**src/rtl/mem_port_arbiter_if.sv**
```systemverilog
// rtl/mem_port_arbiter_if.sv - requester, memory and status signals of the memory port arbiter
interface mem_port_arbiter_if #(
  parameter int AW = 32,
  parameter int DW = 32
);
  logic          cpu_req;
  logic          cpu_we;
  logic [AW-1:0] cpu_addr;
  logic [DW-1:0] cpu_wdata;
  logic [DW-1:0] cpu_rdata;
  logic          cpu_ack;

  logic          dma_req;
  logic          dma_we;
  logic [AW-1:0] dma_addr;
  logic [DW-1:0] dma_wdata;
  logic [DW-1:0] dma_rdata;
  logic          dma_ack;

  logic          mem_read;
  logic          mem_write;
  logic [AW-1:0] mem_addr;
  logic [DW-1:0] mem_wdata;
  logic [DW-1:0] mem_rdata;

  logic          cpu_stall;
  logic [1:0]    curr_gnt;

  // Arbiter side
  modport slave (
    input  cpu_req, cpu_we, cpu_addr, cpu_wdata,
    output cpu_rdata, cpu_ack,
    input  dma_req, dma_we, dma_addr, dma_wdata,
    output dma_rdata, dma_ack,
    output mem_read, mem_write, mem_addr, mem_wdata,
    input  mem_rdata,
    output cpu_stall, curr_gnt
  );

  // Requesters and memory side
  modport master (
    output cpu_req, cpu_we, cpu_addr, cpu_wdata,
    input  cpu_rdata, cpu_ack,
    output dma_req, dma_we, dma_addr, dma_wdata,
    input  dma_rdata, dma_ack,
    input  mem_read, mem_write, mem_addr, mem_wdata,
    output mem_rdata,
    input  cpu_stall, curr_gnt
  );
endinterface

```
**src/rtl/mem_port_arbiter.sv**
```systemverilog
// rtl/mem_port_arbiter.sv - two-requester (CPU/DMA) single-port memory arbiter; MEMARB_ROUND_ROBIN_EN selects round-robin ties
module mem_port_arbiter #(
  parameter int LAT = 2,
  parameter int AW  = 32,
  parameter int DW  = 32
) (
  input  logic               clk,
  input  logic               rst,
  mem_port_arbiter_if.slave  bus
);

  typedef enum logic [1:0] {
    S_IDLE = 2'd0,
    S_BUSY = 2'd1,
    S_ACK  = 2'd2
  } state_t;

  localparam logic [3:0] LAT_CNT = 4'(LAT);

  state_t        state_q, state_d;
  logic [3:0]    cnt_q;
  logic          we_q;
  logic [AW-1:0] addr_q;
  logic [DW-1:0] wdata_q;
  logic          win_dma_q;
  logic [DW-1:0] cpu_rdata_q;
  logic [DW-1:0] dma_rdata_q;

  logic          pick_dma;
  logic          grant;
  logic          last_busy;
  logic          cpu_ack_c;
  logic          dma_ack_c;

  assign grant     = (state_q == S_IDLE) && (bus.cpu_req || bus.dma_req);
  assign last_busy = (state_q == S_BUSY) && (cnt_q <= 4'd1);

`ifdef MEMARB_ROUND_ROBIN_EN
  logic last_dma_q;

  // Remember who took the most recent grant so the next tie goes the other way
  always_ff @(posedge clk) begin
    if (rst) begin
      last_dma_q <= 1'b1;
    end else if (grant) begin
      last_dma_q <= pick_dma;
    end
  end
`endif

  // Choose the requester for the next grant; only consumed while idle
  always_comb begin
    pick_dma = 1'b0;
    if (bus.dma_req && !bus.cpu_req) begin
      pick_dma = 1'b1;
    end else if (bus.dma_req && bus.cpu_req) begin
`ifdef MEMARB_ROUND_ROBIN_EN
      pick_dma = ~last_dma_q;
`else
      pick_dma = 1'b0;
`endif
    end
  end

  // State register
  always_ff @(posedge clk) begin
    if (rst) begin
      state_q <= S_IDLE;
    end else begin
      state_q <= state_d;
    end
  end

  // Next-state: IDLE -> BUSY on any request, BUSY for LAT cycles, one ACK cycle
  always_comb begin
    state_d = state_q;
    case (state_q)
      S_IDLE:  if (bus.cpu_req || bus.dma_req) state_d = S_BUSY;
      S_BUSY:  if (cnt_q <= 4'd1) state_d = S_ACK;
      S_ACK:   state_d = S_IDLE;
      default: state_d = S_IDLE;
    endcase
  end

  // Outputs: strobes only in BUSY, ack only in ACK, bus fields from latched copies
  always_comb begin
    cpu_ack_c     = (state_q == S_ACK) && !win_dma_q;
    dma_ack_c     = (state_q == S_ACK) &&  win_dma_q;
    bus.mem_read  = (state_q == S_BUSY) && !we_q;
    bus.mem_write = (state_q == S_BUSY) &&  we_q;
    bus.mem_addr  = addr_q;
    bus.mem_wdata = wdata_q;
    bus.cpu_ack   = cpu_ack_c;
    bus.dma_ack   = dma_ack_c;
    bus.cpu_rdata = cpu_rdata_q;
    bus.dma_rdata = dma_rdata_q;
    bus.cpu_stall = bus.cpu_req && !cpu_ack_c;
    bus.curr_gnt  = 2'b00;
    if (state_q != S_IDLE) begin
      bus.curr_gnt = win_dma_q ? 2'b10 : 2'b01;
    end
  end

  // Latch the winner's attributes at grant, count BUSY cycles, capture read data on the last one
  always_ff @(posedge clk) begin
    if (rst) begin
      cnt_q       <= 4'd0;
      we_q        <= 1'b0;
      addr_q      <= '0;
      wdata_q     <= '0;
      win_dma_q   <= 1'b0;
      cpu_rdata_q <= '0;
      dma_rdata_q <= '0;
    end else begin
      if (grant) begin
        cnt_q     <= LAT_CNT;
        win_dma_q <= pick_dma;
        we_q      <= pick_dma ? bus.dma_we    : bus.cpu_we;
        addr_q    <= pick_dma ? bus.dma_addr  : bus.cpu_addr;
        wdata_q   <= pick_dma ? bus.dma_wdata : bus.cpu_wdata;
      end else if (state_q == S_BUSY) begin
        cnt_q <= cnt_q - 4'd1;
      end
      if (last_busy && !we_q) begin
        if (win_dma_q) begin
          dma_rdata_q <= bus.mem_rdata;
        end else begin
          cpu_rdata_q <= bus.mem_rdata;
        end
      end
    end
  end

endmodule
```
**src/flat_wrapper.sv**
```systemverilog
// flat-port wrapper written by rule: the top's interface ports become plain ports
module mem_port_arbiter_flat 
#(
  parameter int LAT = 2,
  parameter int AW  = 32,
  parameter int DW  = 32
)
  (clk, rst, bus_cpu_req, bus_cpu_we, bus_cpu_addr, bus_cpu_wdata, bus_cpu_rdata, bus_cpu_ack, bus_dma_req, bus_dma_we, bus_dma_addr, bus_dma_wdata, bus_dma_rdata, bus_dma_ack, bus_mem_read, bus_mem_write, bus_mem_addr, bus_mem_wdata, bus_mem_rdata, bus_cpu_stall, bus_curr_gnt);
  mem_port_arbiter_if #(.AW(AW), .DW(DW)) bus_i ();
  input  logic clk;
  input  logic rst;
  input wire logic [$bits(bus_i.cpu_req)-1:0] bus_cpu_req;
  input wire logic [$bits(bus_i.cpu_we)-1:0] bus_cpu_we;
  input wire logic [$bits(bus_i.cpu_addr)-1:0] bus_cpu_addr;
  input wire logic [$bits(bus_i.cpu_wdata)-1:0] bus_cpu_wdata;
  output wire logic [$bits(bus_i.cpu_rdata)-1:0] bus_cpu_rdata;
  output wire logic [$bits(bus_i.cpu_ack)-1:0] bus_cpu_ack;
  input wire logic [$bits(bus_i.dma_req)-1:0] bus_dma_req;
  input wire logic [$bits(bus_i.dma_we)-1:0] bus_dma_we;
  input wire logic [$bits(bus_i.dma_addr)-1:0] bus_dma_addr;
  input wire logic [$bits(bus_i.dma_wdata)-1:0] bus_dma_wdata;
  output wire logic [$bits(bus_i.dma_rdata)-1:0] bus_dma_rdata;
  output wire logic [$bits(bus_i.dma_ack)-1:0] bus_dma_ack;
  output wire logic [$bits(bus_i.mem_read)-1:0] bus_mem_read;
  output wire logic [$bits(bus_i.mem_write)-1:0] bus_mem_write;
  output wire logic [$bits(bus_i.mem_addr)-1:0] bus_mem_addr;
  output wire logic [$bits(bus_i.mem_wdata)-1:0] bus_mem_wdata;
  input wire logic [$bits(bus_i.mem_rdata)-1:0] bus_mem_rdata;
  output wire logic [$bits(bus_i.cpu_stall)-1:0] bus_cpu_stall;
  output wire logic [$bits(bus_i.curr_gnt)-1:0] bus_curr_gnt;
  assign bus_i.cpu_req = bus_cpu_req;
  assign bus_i.cpu_we = bus_cpu_we;
  assign bus_i.cpu_addr = bus_cpu_addr;
  assign bus_i.cpu_wdata = bus_cpu_wdata;
  assign bus_cpu_rdata = bus_i.cpu_rdata;
  assign bus_cpu_ack = bus_i.cpu_ack;
  assign bus_i.dma_req = bus_dma_req;
  assign bus_i.dma_we = bus_dma_we;
  assign bus_i.dma_addr = bus_dma_addr;
  assign bus_i.dma_wdata = bus_dma_wdata;
  assign bus_dma_rdata = bus_i.dma_rdata;
  assign bus_dma_ack = bus_i.dma_ack;
  assign bus_mem_read = bus_i.mem_read;
  assign bus_mem_write = bus_i.mem_write;
  assign bus_mem_addr = bus_i.mem_addr;
  assign bus_mem_wdata = bus_i.mem_wdata;
  assign bus_i.mem_rdata = bus_mem_rdata;
  assign bus_cpu_stall = bus_i.cpu_stall;
  assign bus_curr_gnt = bus_i.curr_gnt;
  mem_port_arbiter #(.LAT(LAT), .AW(AW), .DW(DW)) u_core (.clk(clk), .rst(rst), .bus(bus_i));
endmodule
```
**config.mk**
```make
export PLATFORM = sky130hd
export DESIGN_NAME = mem_port_arbiter_flat
export DESIGN_NICKNAME = d
export VERILOG_FILES = /design/src/rtl/mem_port_arbiter_if.sv /design/src/rtl/mem_port_arbiter.sv /design/src/flat_wrapper.sv
export SDC_FILE = /design/constraint.sdc
export NUM_CORES = 1
export LEC_CHECK = 0
export BUFFER_PORTS_ARGS = -buffer_cell sky130_fd_sc_hd__buf_2
export CAP_MARGIN = 20
export CORE_AREA = 2 2 117 119
export DETAILED_ROUTE_END_ITERATION = 16
export DIE_AREA = 0 0 119 121
export PLACE_DENSITY = 0.86
export RECOVER_POWER = 25
export SYNTH_ARGS = -nofsm -noshare
export SYNTH_HDL_FRONTEND = slang
export SYNTH_SLANG_ARGS = --single-unit
```
**constraint.sdc**
```tcl
create_clock -name clk -period 2.5 [get_ports clk]
set_input_delay 0.25 -clock clk [delete_from_list [all_inputs] [get_ports clk]]
set_output_delay 0.25 -clock clk [all_outputs]
set_load 0.01 [all_outputs]
```
==> flow_summary.ini <==
[placement]
placed_cells = 961
port_buffers = 300
place_hpwl_um = 11000
placedInstanceArea_um2 = 7130
place_congestion = 0.775

[logic_synthesis]
synth.distinct_cells = 37
synth.largest_area_cell = sky130_fd_sc_hd__dfxtp_1
yosysSeqAreaShare_pct = 49.8
syn_inst = 509
synth_warnings = 0
syn_nets = 677
synth_area_um2 = 5470
ys_ff_latch = 136
synth.avg_cell_area_um2 = 10.7
netlist.area_leader.share_pct = 49.8
synthTopCellsByArea = sky130_fd_sc_hd__dfxtp_1, sky130_fd_sc_hd__mux2i_1, sky130_fd_sc_hd__o2bb2ai_1

[finish]
seqCellArea_um2 = 2720
design.final.nets = 972
layoutNonFillerInstCount = 993
design_area_um2 = 7690
layout-area-overhead-vs-synth_pct = 40.8
fillers = 1159
num_antenna_cells = 0
final_layout_size_suffix_gt1_share_pct = 35.1
multi_input_comb_area_um2 = 2530
mostFrequentLayoutCell = sky130_fd_sc_hd__buf_2
most-common-layout-cells = sky130_fd_sc_hd__buf_2, sky130_fd_sc_hd__dfxtp_1, sky130_fd_sc_hd__mux2i_1

[clock_network]
insertion_delay_ps = 410
clockRootBuffer = sky130_fd_sc_hd__clkbuf_16
htree_levels = 4
ctsLongestPathBuffers = 2
clkSlewWorstSetupHoldPaths_ps = 60
cts_setup_buffers = 0
cts_tree = done
cts_inserted_buffers = 17
post_cts_hold_buffer_count = 0
number_of_gates_resized_after_cts = 0
numClockSinks = 136

[pwr]
total_power_mw = 6.47
p_leak_nw = 3.55
power.density_cell_area_nw_per_um2 = 840
peak_supply_drop_uv = 394

[global_route]
grt_antenna_before_repair = 0
track_usage_pct = 20.1
grt_overflow = 0
grt_max_degree = 99
grt_pass1_vias = 4665
global_route_wire_length_before_repair_um = 22800

[floorplanning]
ioPinCount = 301
height_of_the_die_um = 121
design.die.area_um2 = 14400
rows = 42
core_um2 = 13100
effective_utilization_at_floorplan_pct = 41.8
die-width_um = 119

[drt]
drt_wl_total_um = 14900
vias_per_cell = 4.88
vias = 4843
drtPass1Iterations = 4
route.detailed.wl_per_inst_um = 15.0
post-route-drc-count = 0
drt_initial_violations = 266
ant_nets = 0

[setup_path]
worst_setup_path_start_kind = register
critPathMaxFanout = 17
timing.critical_path.arrival_ps = 2380
worstSetupEndpointType = register
critical_path_class = reg -> reg
worst_path_required_time_ps = 2830

[sta]
setup_repair_after_global_routing_missed_its_margin = false
timing.final.max_slew_violations = 0
slew_hr_pct = 30.5
fin_crit_sh_pct = 81.8
final_number_of_setup_violating_endpoints = 0
final.setup.tns_ps = 0
worst_hold_slack_ps = 77.8
finalHoldViolCount = 0
period_minus_slack_ps = 2040
worst_pin_slew_ps = 1040
clock_skew_after_layout_ps = 5.64
max_freq_ghz = 0.489

[flow_run]
max_cap_viol_count = 0

[run_status]
result_of_the_run = finished clean

[hold_path]
timing.hold.worst.class = in -> reg
[final timing paths]
path	startpoint	endpoint	slack [ps]	depth (start not counted)
setup / recovery	u_core.cnt_q[0]	u_core.bus.cpu_rdata[15]	460	5
hold / removal	rst	u_core.win_dma_q	80	2
setup reg to reg	u_core.cnt_q[0]	u_core.bus.cpu_rdata[15]	460	5
hold reg to reg	u_core.bus.mem_wdata[9]	u_core.bus.mem_wdata[9]	450	1
[per-layer routing]
layer	wire [µm]	part of all wire, %	vias to the layer above	track usage [%]
met5	0	0	-	0
met2	7520	51	173	33.7
met3	908	6.1	23	5.87
met1	6150	41	2249	23.8
met4	310	2.1	0	9.15
li1	-	-	2398	-
[stage by stage]
step / utilization (%) / worst slack, ps
2_1_floorplan: - / 975
3_3_place_gp: 54.5 / 552
3_5_place_dp: 54.5 / 457
4_1_cts: 59.5 / 436
5_1_grt: 58.8 / 305
6_report: 58.8 / 456
[worst max-delay path, cell delays in order (launching register included)]
cell and delay, ps:
sky130_fd_sc_hd__dfxtp_1 350, sky130_fd_sc_hd__inv_1 90, sky130_fd_sc_hd__ha_1 170, sky130_fd_sc_hd__nor2_1 80
sky130_fd_sc_hd__and4bb_1 970, sky130_fd_sc_hd__mux2i_1 290
[cells in the mapped netlist (all sizes together)]
library cell and n:
dfxtp 136, mux2i 129, nand2 99, o2bb2ai 65
buf 23, clkbuf 16, nor2 4, nor2b 4
inv 3, nor3 3, a21boi 2, a21oi 2
and2 2, and3 2, ha 2, nand3b 2
nor3b 2, a211oi 1, and3b 1, and4b 1
and4bb 1, nand2b 1, nand3 1, nand4b 1
nand4bb 1, o21ai 1, o31ai 1, o41ai 1
or2 1, xnor2 1
[registers in the layout (all words and copies together), names as in the netlist]
name and cells:
u_core.bus.mem_addr 32, u_core.win_dma_q 1, u_core.cnt_q 4, u_core.state_q 2, u_core.bus.dma_rdata 32, u_core.bus.mem_wdata 32
u_core.we_q 1, u_core.bus.cpu_rdata 32
[cell families (layout without fill, tap and decap cells)]
family,after synthesis,in the layout,synth area share (%)
simple gates,126,126,10.3
mux,129,129,23.6
flops,136,136,49.8
compound gates,73,73,11.5
xor+xnor,1,1,0.160
buf+inv,42,350,4.14
fa+ha+maj,2,2,0.458
[layout make-up]
type	instances	share of cell area, %
flip-flops and latches	136	35.4
multi-input cells	331	32.9
repair buffers	315	20.2
clock buffers	17	5.53
clock inverters	15	2.93
well taps	176	2.86
inverters	3	0.146
[report_power, final]
group	switching, mW	total (mW)	internal (mW)
combinational	0.652	1.17	0.513
clock	0.959	2.73	1.77
sequential	0.148	2.57	2.42
total	1.76	6.47	4.71
(Power assumes the default switching activity.)
